===== src/rtl/quad_pkg.sv =====
// Shared definitions for the quadrature step generator.
//   - state_t : decoder FSM encoding (ST_INIT / ST_TRACK)
//   - AB_*    : filtered {A,B} Gray-code levels
//   - next_up : forward (count-up) neighbour of a Gray level
package quad_pkg;

  typedef enum logic [0:0] {
    ST_INIT  = 1'b0,
    ST_TRACK = 1'b1
  } state_t;

  localparam logic [1:0] AB_00 = 2'b00;
  localparam logic [1:0] AB_01 = 2'b01;
  localparam logic [1:0] AB_11 = 2'b11;
  localparam logic [1:0] AB_10 = 2'b10;

  // Up sequence: 00 -> 01 -> 11 -> 10 -> 00 (A lags B going up).
  function automatic logic [1:0] next_up(input logic [1:0] ab);
    case (ab)
      AB_00:   next_up = AB_01;
      AB_01:   next_up = AB_11;
      AB_11:   next_up = AB_10;
      default: next_up = AB_00;
    endcase
  endfunction

endpackage


===== src/rtl/quad_chan_filter.sv =====
// One quadrature channel: SYNC_STAGES-flop synchroniser followed by a
// stability filter. The filtered level only follows the synchronised level
// after it has differed for FILT_CNT consecutive cycles.
// Parameters:
//   SYNC_STAGES : synchroniser depth (2..4)
//   FILT_CNT    : stable cycles needed to accept a new level (1..15)
// Ports:
//   clk       : clock
//   rst       : asynchronous reset, active-high
//   raw_i     : raw channel input, asynchronous to clk
//   filt_o    : filtered level
//   busy_o    : filter counter nonzero (a change is pending)
//   settled_o : no change in flight anywhere in the synchroniser or filter
import quad_pkg::*;

module quad_chan_filter #(
  parameter int SYNC_STAGES = 2,
  parameter int FILT_CNT    = 4
) (
  input  logic clk,
  input  logic rst,
  input  logic raw_i,
  output logic filt_o,
  output logic busy_o,
  output logic settled_o
);

  localparam int              CW       = 4;
  localparam logic [CW-1:0]   CNT_LAST = CW'(FILT_CNT - 1);

  logic [SYNC_STAGES-1:0] sync_q;
  logic                   sync_lvl;
  logic [CW-1:0]          cnt_q, cnt_d;
  logic                   filt_q, filt_d;

  // Plain flop chain, nothing between stages.
  always_ff @(posedge clk or posedge rst) begin
    if (rst) begin
      sync_q <= '0;
    end else begin
      sync_q <= {sync_q[SYNC_STAGES-2:0], raw_i};
    end
  end

  assign sync_lvl = sync_q[SYNC_STAGES-1];

  // Counter runs while the levels disagree and clears the moment they agree,
  // so a pulse shorter than FILT_CNT cycles can never be accepted.
  always_comb begin
    filt_d = filt_q;
    cnt_d  = '0;
    if (sync_lvl != filt_q) begin
      if (cnt_q == CNT_LAST) begin
        filt_d = sync_lvl;
      end else begin
        cnt_d = cnt_q + CW'(1);
      end
    end
  end

  always_ff @(posedge clk or posedge rst) begin
    if (rst) begin
      cnt_q  <= '0;
      filt_q <= 1'b0;
    end else begin
      cnt_q  <= cnt_d;
      filt_q <= filt_d;
    end
  end

  assign filt_o    = filt_q;
  assign busy_o    = (cnt_q != '0);
  // Also covers levels still travelling through the synchroniser, which the
  // counter cannot see yet.
  assign settled_o = (cnt_q == '0) && (sync_q == {SYNC_STAGES{filt_q}});

endmodule


===== src/rtl/quad_step_gen.sv =====
// Quadrature A/B to up/down-counter step converter.
// Synchronises and glitch-filters both channels, decodes Gray transitions and
// emits a one-cycle step strobe with its direction.
// Build option:
//   QUAD_STEP_X4_EN defined   : x4 decode, every legal transition is a step
//   QUAD_STEP_X4_EN undefined : x1 decode, only 10->00 (up) / 00->10 (down)
// Parameters:
//   SYNC_STAGES : synchroniser depth per channel (2..4)
//   FILT_CNT    : stable cycles needed before a channel changes (1..15)
// Ports:
//   clk      : clock, all state on rising edge
//   rst      : asynchronous reset, active-high
//   a_in     : raw channel A
//   b_in     : raw channel B
//   en       : one-cycle step strobe
//   up_dwn_n : step direction (1 = up), held between steps
//   err      : one-cycle pulse on an illegal double transition
//   busy     : either channel has a change pending
module quad_step_gen
  import quad_pkg::*;
#(
  parameter int SYNC_STAGES = 2,
  parameter int FILT_CNT    = 4
) (
  input  logic clk,
  input  logic rst,
  input  logic a_in,
  input  logic b_in,
  output logic en,
  output logic up_dwn_n,
  output logic err,
  output logic busy
);

  localparam logic [3:0] INIT_LAST = 4'(FILT_CNT - 1);

  logic       filt_a, filt_b;
  logic       busy_a, busy_b;
  logic       settled_a, settled_b;
  logic [1:0] cur_ab;
  logic [1:0] changed;

  state_t     state_q, state_d;
  logic [1:0] prev_q, prev_d;
  logic [3:0] init_cnt_q, init_cnt_d;
  logic       en_q, en_d;
  logic       dir_q, dir_d;
  logic       err_q, err_d;

  quad_chan_filter #(
    .SYNC_STAGES (SYNC_STAGES),
    .FILT_CNT    (FILT_CNT)
  ) u_filt_a (
    .clk       (clk),
    .rst       (rst),
    .raw_i     (a_in),
    .filt_o    (filt_a),
    .busy_o    (busy_a),
    .settled_o (settled_a)
  );

  quad_chan_filter #(
    .SYNC_STAGES (SYNC_STAGES),
    .FILT_CNT    (FILT_CNT)
  ) u_filt_b (
    .clk       (clk),
    .rst       (rst),
    .raw_i     (b_in),
    .filt_o    (filt_b),
    .busy_o    (busy_b),
    .settled_o (settled_b)
  );

  assign cur_ab  = {filt_a, filt_b};
  assign changed = cur_ab ^ prev_q;

  always_comb begin
    state_d    = state_q;
    prev_d     = prev_q;
    init_cnt_d = init_cnt_q;
    en_d       = 1'b0;
    err_d      = 1'b0;
    dir_d      = dir_q;
    case (state_q)
      // Wait for the inputs to settle so the level present at reset is
      // adopted as the reference instead of being decoded as a step.
      ST_INIT: begin
        if (!(settled_a && settled_b)) begin
          init_cnt_d = '0;
        end else if (init_cnt_q == INIT_LAST) begin
          init_cnt_d = '0;
          prev_d     = cur_ab;
          state_d    = ST_TRACK;
        end else begin
          init_cnt_d = init_cnt_q + 4'd1;
        end
      end
      ST_TRACK: begin
        // Reference always follows, so an illegal jump resynchronises.
        prev_d = cur_ab;
        if (changed == 2'b11) begin
          err_d = 1'b1;
        end else if (changed != 2'b00) begin
`ifdef QUAD_STEP_X4_EN
          en_d  = 1'b1;
          dir_d = (cur_ab == next_up(prev_q));
`else
          if ((prev_q == AB_10) && (cur_ab == AB_00)) begin
            en_d  = 1'b1;
            dir_d = 1'b1;
          end else if ((prev_q == AB_00) && (cur_ab == AB_10)) begin
            en_d  = 1'b1;
            dir_d = 1'b0;
          end
`endif
        end
      end
      default: begin
        state_d = ST_INIT;
      end
    endcase
  end

  always_ff @(posedge clk or posedge rst) begin
    if (rst) begin
      state_q    <= ST_INIT;
      prev_q     <= AB_00;
      init_cnt_q <= '0;
      en_q       <= 1'b0;
      dir_q      <= 1'b1;
      err_q      <= 1'b0;
    end else begin
      state_q    <= state_d;
      prev_q     <= prev_d;
      init_cnt_q <= init_cnt_d;
      en_q       <= en_d;
      dir_q      <= dir_d;
      err_q      <= err_d;
    end
  end

  assign en       = en_q;
  assign up_dwn_n = dir_q;
  assign err      = err_q;
  assign busy     = busy_a | busy_b;

endmodule

===== config.mk =====
export PLATFORM = sky130hd
export DESIGN_NAME = quad_step_gen
export DESIGN_NICKNAME = d
export VERILOG_FILES = /design/src/rtl/quad_pkg.sv /design/src/rtl/quad_chan_filter.sv /design/src/rtl/quad_step_gen.sv
export SDC_FILE = /design/constraint.sdc
export NUM_CORES = 1
export LEC_CHECK = 0
export BUFFER_PORTS_ARGS = -buffer_cell sky130_fd_sc_hd__buf_4
export CAP_MARGIN = 5
export CORE_UTILIZATION = 55
export CTS_CLUSTER_DIAMETER = 200
export DETAILED_ROUTE_END_ITERATION = 8
export MAX_ROUTING_LAYER = met4
export PLACE_DENSITY = 0.83
export SKIP_LAST_GASP = 1
export SYNTH_ARGS = -nofsm -noshare
export SYNTH_HDL_FRONTEND = slang
export SYNTH_SLANG_ARGS = --single-unit

===== constraint.sdc =====
create_clock -name clk -period 1.85 [get_ports clk]
set_input_delay 0.2775 -clock clk [delete_from_list [all_inputs] [get_ports clk]]
set_output_delay 0.2775 -clock clk [all_outputs]
set_load 0.01 [all_outputs]

======== Yosys cells after proc, flatten, opt, wreduce, memory -nomap -nowiden ========
Index checks and enable logic that the tools add are counted.
word-level totals
  bits of input ports ..................... 4
  word-level logic and storage cells ...... 69
  register bits ........................... 24
  output and inout bits ................... 4
operators by class
  bitwise logic cells ..................... 4
  mux-type cells .......................... 21
  reductions and logical operators ........ 17
  equality and inequality tests ........... 12
  add/sub/neg operators ................... 3
operator list
  operator                                                               number
  4-bit 2-to-1 mux                                                       6
  4-bit by 1-bit adder with 4-bit output, second input constant          3
  4-bit by 2-bit equality test with 1-bit output, second input constant  3
  1-bit 2-to-1 mux                                                       12
  4-bit zero test                                                        2
  4-bit nonzero test                                                     2
  2-bit equality test, second input constant                             3
  2-bit AND reduction                                                    3
  1-bit logical AND                                                      5
  2-bit equality test                                                    2
  2-bit zero test                                                        2
  2-bit 2-to-1 mux                                                       2
  2-bit inequality test, second input constant                           2
  2-bit case mux with 2 select lines                                     1
  4-bit AND reduction                                                    1
  2-bit nonzero test                                                     2
  1-bit inequality test                                                  2
  1-bit NOT                                                              2
  2-bit XOR                                                              1
  1-bit bitwise OR                                                       1

======== Depth between registers and ports, before layout ========
Gate-level depths: netlist of the first run.
  word-level depth ........................ 7
  gate-level depth with buffers ........... 6
  mapped depth without buffers ............ 6

======== By module ========
A second synthesis of the first run with hierarchy kept.
unflattened totals
  cell total of the unflattened synthesis .. 101
  area, all modules ....................... 1138.6 um^2
modules (own cells, without submodules)
  module            instances  cells an instance  area an instance (um^2)  sequential area each (um^2)
  quad_chan_filter  2          29                 336.6                    175.2
  quad_step_gen     1          43                 465.4                    251.5

======== Worst setup path before layout of the first run ========
No wires, ideal clock.
  path kind ............................... register to register
  start point ............................. register u_filt_a.filt_q (netlist: u_filt_a.filt_o)
  end point ............................... register prev_q[0]
  period minus slack after synthesis ...... 1.608 ns
  data arrival time ....................... 1.480 ns
  data required time ...................... 1.722 ns
  buffers on the path ..................... 0
  stages on the path, launching flop included .. 5
  setup slack ............................. 0.242 ns
  setup time .............................. 0.128 ns
  path through ............................ dfrtp_1 or3_4 a22oi_4 a31oi_2 mux2_1
on the way
  longest elaborated chain between the ends .. 5
RTL lines
  element                                 RTL line                source
  start, declared                         quad_chan_filter.sv:34  logic filt_q, filt_d;
  start signal, assigned                  quad_chan_filter.sv:67  filt_q <= filt_d;
  2-bit equality test                     quad_chan_filter.sv:75  assign settled_o = (cnt_q == '0) && (sync_q == {SYNC_STAGES{filt_q}});
  1-bit logical AND                       quad_chan_filter.sv:75
  1-bit logical AND                       quad_step_gen.sv:88     if (!(settled_a && settled_b)) begin
  2-bit inequality test (no source line)  n/a
  2-bit AND reduction (no source line)    n/a
  end signal, assigned                    quad_step_gen.sv:134    prev_q <= prev_d;
  end, declared                           quad_step_gen.sv:44     logic [1:0] prev_q, prev_d;
No other way between the ends.
A chain may end at the register's enable or synchronous reset.

======== Worst setup path in the final report of the first run ========
  start point ............................. register u_filt_b.cnt_q[0]
  end point ............................... output port busy
on the way
  longest elaborated chain between the ends .. 2
RTL lines
  element                 RTL line                source
  start, declared         quad_chan_filter.sv:33  logic [CW-1:0] cnt_q, cnt_d;
  start signal, assigned  quad_chan_filter.sv:66  cnt_q <= cnt_d;
  4-bit nonzero test      quad_chan_filter.sv:72  assign busy_o = (cnt_q != '0);
  1-bit bitwise OR        quad_step_gen.sv:145    assign busy = busy_a | busy_b;
  end, declared           quad_step_gen.sv:32     output logic busy
No other way between the ends.

==> metrics.cfg, run 1 <==
[status]
status=completed

[timing]
worst_pin_slew_ps=357
period_needed_ps=1750
period_share_pct=94.6
relSlewSlack_pct=76.0
drv_slew=0
tns_ps=0
finClkSkew_ps=12.1
setup_viol=0
final-hold-violation-count=0
setup_slack_ps=100
fmax_mhz=571
grt_setup_unrepaired=no

[clocking]
max-clock-path-buffers=2
worstSkewPairLatency_ps=310
cts_tree=yes
htree_levels=1
ctsResizeCount=0
cts.sinks=24
cts_root_buffer=clkbuf_4
path_clk_slew_ps=120
numCtsBuffers=3

[placed_design]
hpwl_mm=1.28
placed_cells=128
dp_slack_ps=127
port_buffers=7
place_congestion=0.796

[floorplanning]
fp.dieH_um=47.0
io_pins=8
rows=15
start_util_pct=61.3
die-area_um2=2210
core_area_um2=1820
die_x_um=47.0

[pwr]
p_per_area_nw_per_um2=1030
power_uw=1300
p_leak_uw=0.000600
ir_worst_vdd_mv=0.638

[critical_path]
cp_cell_sequence=inv_1 > ha_1 > nand2_1 > nor4b_4 > inv_1 > buf_4
regToRegSetupSlack_ps=190
crit_path_end_kind=output pin
cp_max_fo=4
worstPathArrival_ps=1470
crit_top_cell=inv_1
critPathMaxStageDelay_ps=420
critical_path_class=reg2out
worst_path_max_delay_cell=dfrtp_1
worstRegToRegCells=7
start_kind=register
critical_path_required_ps=1570

[final_layout]
layout-drive-gt1-share_pct=22.5
final.fill_count=139
fin_cells=136
area_growth_pct=13.5
diodes=0
final_nets=121

[routing]
avgRoutedWirePerCell_um=12.4
vias=719
viasPerCell=5.29
drc_errors=0
ant_nets=0
drtPass1Iterations=4
totalWireLength_mm=1.68
drt-initial-drc-count=8

[run]
drv_cap=0

[yosys]
netlist_area_um2=1120
avgSynthCellArea_um2=11.7
synthCells=95
synth_cell_types=29
ys_ff_latch=24
synth_flop_cell=dfrtp_1
synth_edf_count=0
ys.warnings.count=0
synth_nets=104
async_flop_share_pct=100
synth_seq_area_share_pct=53.9

[min_path]
holdPathStages=1
min_path_type=in2reg

[global_route]
grt.busiest_layer=met2
track_usage_pct=19.5
grt_start_max_net_pins=16
use_met3_pct=3.46
grt_util_met2_pct=31.4
grt_pass1_wl_mm=2.82
grt_pass1_vias=676
antenna_found_initial=0
grt_util_met1_pct=23.9
overflow=0

==> per-layer routing <==
metal / vias to the layer above / share of wire, %
met5: - / 0
met4: 0 / 2.0
met3: 4 / 2.9
met2: 11 / 48
met1: 349 / 47
li1: 355 / -
==> final timing paths <==
path,from,endpoint
worst min register to register,u_filt_b.sync_q[0]$_DFF_PP0_,u_filt_b.sync_q[1]$_DFF_PP0_
worst max register to register,u_filt_b.cnt_q[0]$_DFF_PP0_,prev_q[0]$_DFFE_PP0P_
worst max-delay path,u_filt_b.cnt_q[0]$_DFF_PP0_,busy
worst min-delay path,a_in,u_filt_a.sync_q[0]$_DFF_PP0_
max in group asynchronous,rst,u_filt_b.filt_o$_DFFE_PP0P_
min in group asynchronous,rst,u_filt_a.cnt_q[2]$_DFF_PP0_
==> power by group <==
| part | switching [µW] | total [µW] | internal, µW |
|---|---|---|---|
| combinational | 209 | 438 | 229 |
| sequential | 51.3 | 640 | 588 |
| clock | 139 | 223 | 84.0 |
==> critical path: cells and delay by family (launching register included) <==
family	cells	cell delay, ps
buf+inv	3	300
flops	1	420
fa+ha+maj	1	140
simple gates	2	330
==> kinds of logic after synthesis <==
| group | share of synthesized area, % |
|---|---|
| xor gates and xnor gates | 3.92 |
| and+or+nand+nor | 19.5 |
| AOI/OAI and AO/OA | 8.30 |
| adders and majority gates | 5.61 |
| muxes | 5.04 |
| buffers and inverters | 3.70 |
| DFF | 53.9 |
==> per-stage QoR <==
stage	instance area, µm²	hold slack, ps	util [%]
final	1270	65.5	69.6
after global routing	1270	47.4	69.6
after CTS	1250	57.1	68.7
after detailed placement	1210	268	66.3
after global placement	1210	263	66.3
after floorplan	1120	291	-
==> what timing repair did <==
| action | CTS | global route |
|---|---|---|
| hold buffers | 1 | 0 |
| setup endpoints to repair | 1 | 1 |
| pin swaps | 1 | 0 |
| hold endpoints to repair | 8 | 0 |
| buffers inserted | 1 | 2 |
==> cell usage after synthesis (all sizes together) (4+ instances only) <==
library cell   n  share of area (%)
ha             5                5.6
inv            7                2.4
dfrtp         23                 52
nand3          6                2.7
o21ai          4                1.8
nor2b          4                2.2
nand2          6                2.0
nor2           4                1.3
mux2           5                5.0
==> cell usage in the layout (no fill, tap or decap) <==
cell type	synthesis	routed
dfrtp_1	23	23
buf_4	0	13
inv_1	7	7
nand2_1	6	6
nand3_1	6	6
ha_1	5	5
nor2_1	4	4
o21ai_0	4	4
nor2b_1	4	4
nand3b_1	3	3
xnor2_1	3	3
a21oi_1	3	3
nor3_1	3	3
mux2_2	3	3
clkbuf_4	0	3
or3_4	2	2
nand2b_1	2	2
xor2_1	2	2
nor3b_1	2	2
mux2_1	2	2
nor4b_4	1	1
a22oi_4	1	1
a32oi_1	1	1
o31ai_1	1	1
a211oi_1	1	1
and2b_1	1	1
a31oi_2	1	1
or3_1	1	1
clkbuf_1	1	1
dlygate4sd3_1	0	1
dfstp_2	1	1
==> sequential cells by signal, summed over array words and instances (netlist names) <==
name / cells
up_dwn_n: 1
u_filt_b.filt_o: 1
init_cnt_q: 4
en: 1
u_filt_b.cnt_q: 4
u_filt_b.sync_q: 2
err: 1
prev_q: 2
u_filt_a.cnt_q: 4
u_filt_a.sync_q: 2
state_q: 1
u_filt_a.filt_o: 1
==> area by class of cell <==
type,count,area [µm²],area share [%]
Inverter,7,26.3,2.08
Tap cell,25,31.3,2.47
Multi-Input combinational cell,62,473,37.4
Clock buffer,4,26.3,2.08
Sequential cell,24,602,47.5
Timing Repair Buffer,14,108,8.50
(Power assumes the default switching activity.)
==> run 2, diff against run 1 <==
CORE_ASPECT_RATIO = 1.5   (was default)
==> metrics.cfg, run 2 (synthesized netlist as in run 1, its figures left out) <==
[status]
status=complete, but fails checks
violations=negative setup slack

[pwr]
ir_worst_vdd_mv=1.21  ; +90%
p_per_area_nw_per_um2=1170  ; +14%
p_leak_uw=0.000630  ; +4.9%
power_uw=1530  ; +17%

[timing]
relSlewSlack_pct=59.8  ; -16 points
finClkSkew_ps=1.01  ; -11.1 ps
grt_setup_unrepaired=yes
drv_slew=0  ; unchanged
setup_slack_ps=-16.6  ; -117 ps
setup_viol=1  ; +1
worst_pin_slew_ps=602  ; +245 ps
period_share_pct=101  ; +6.3 points
period_needed_ps=1870  ; +117 ps
hold_ws_ps=14.4  ; -51.1 ps
final-hold-violation-count=0  ; unchanged
fmax_mhz=536  ; -6.3%
tns_ps=-16.6  ; -16.6 ps

[final_layout]
layout-drive-gt1-share_pct=26.3  ; +3.8 points
final_nets=124  ; +2.5%
post-route-util_pct=69.6  ; about the same
reg_top3=init_cnt_q: 4 flops, u_filt_a.cnt_q: 4 flops, u_filt_b.cnt_q: 4 flops
area_growth_pct=17.2
layout_commonest_cell=dfrtp_1
diodes=0  ; unchanged
most-common-layout-cells=dfrtp_1 (23), buf_4 (17), inv_1 (7)

[routing]
drc_errors=0  ; unchanged
ant_nets=0  ; unchanged
vias=730  ; +1.5%
viasPerCell=5.41  ; +2.3%
totalWireLength_mm=1.97  ; +17%
drt-initial-drc-count=19  ; +11
avgRoutedWirePerCell_um=14.6  ; +18%
drtPass1Iterations=3  ; -1

[run]
drv_cap=0  ; unchanged

[placed_design]
dp_slack_ps=142  ; +15.7 ps
port_buffers=7  ; unchanged
hpwl_mm=1.35  ; +6.1%
place_congestion=0.769  ; -3.4%

[critical_path]
r2r_start=u_filt_a.filt_o$_DFFE_PP0P_
cp_top_family=flip-flops
worstRegToRegCells=4  ; -3
critical_path_class=reg2out
cp_max_fo=2  ; -2
critical_path_required_ps=1570  ; about the same
start_kind=register
cp_cell_sequence=inv_1 > ha_1 > nand2_1 > nor4b_4 > buf_4 > inv_1 > buf_4
path_buf_inv=4  ; +1
crit_path_end_kind=output pin
critPathMaxStageDelay_ps=410  ; about the same
worstPathArrival_ps=1590  ; +120 ps
r2r_end=prev_q[0]$_DFFE_PP0P_
regToRegSetupSlack_ps=130  ; -60 ps
worst_path_max_delay_cell=dfrtp_1
crit_path_start=u_filt_a.cnt_q[0]$_DFF_PP0_

[floorplanning]
start_util_pct=59.4  ; -1.9 points
fp.dieH_um=57.2  ; +22%
die-area_um2=2220  ; +0.17%
die_x_um=38.8  ; -18%
core_area_um2=1880  ; +3.2%
io_pins=8  ; unchanged
rows=19  ; +4

[global_route]
grt_pass1_wl_mm=3.18  ; +13%
track_usage_pct=21.7  ; +2.2 points
grt_pass1_vias=747  ; +11%
overflow=0  ; unchanged
antenna_found_initial=0  ; unchanged
grt_start_max_net_pins=17  ; +1

[clocking]
path_clk_slew_ps=130  ; about the same
cts_root_buffer=clkbuf_4
worstSkewPairLatency_ps=320  ; about the same
ctsResizeCount=0  ; unchanged
cts_tree=yes
hold_buffers=0  ; -1
numCtsBuffers=3  ; unchanged
cts.sinks=24  ; unchanged
max-clock-path-buffers=2  ; unchanged
htree_levels=1  ; unchanged

[min_path]
min_path_type=in2async

==> run 2: report_power, final <==
group	switching (µW)	internal, µW
registers	49.0	588
clock network	160	219
logic	234	277
==> run 2: stage by stage <==
stage               std cells  cell area, µm²
floorplan                  95            1120
global placement          124            1200
detailed placement        124            1200
CTS                       134            1300
global route              135            1310
finish                    135            1310
==> run 2: timing repair <==
action	4_1_cts	5_1_grt
setup buffers	6	1
pin swaps	1	0
setup endpoints to repair	1	1
==> run 2: area by class of cell <==
class / instances / area (µm²)
clock buffer: 3 / 22.5
fill: 144 / 571
sequential: 24 / 602
clock inverter: 1 / 30.0
tap: 21 / 26.3
timing repair buffer: 17 / 128
multi-input combinational: 62 / 473
inverter: 7 / 26.3
==> run 2: worst register-to-register path, cell delays in order (launching register included) <==
cell,delay [ps]
dfrtp_1,460
or3_4,430
a22oi_4,250
a31oi_2,150
mux2_1,340
==> run 2: metal layers <==
metal / track usage, % / vias up / share of wire (%)
met1: 24.2 / 353 / 41
met2: 36.2 / 9 / 55
met3: 3.89 / 4 / 1.9
li1: - / 364 / -
met5: - / - / 0
met4: 9.85 / 0 / 1.9
==> run 2: worst max path at each step <==
stage,end,slack (ps),cells after the start
floorplan,prev_q[0]$_DFFE_PP0P_,240,4
detailed placement,prev_q[0]$_DFFE_PP0P_,140,4
finish,busy,-20,7
CTS,busy,7,7
global route,busy,-110,7
global placement,prev_q[1]$_DFFE_PP0P_,200,4
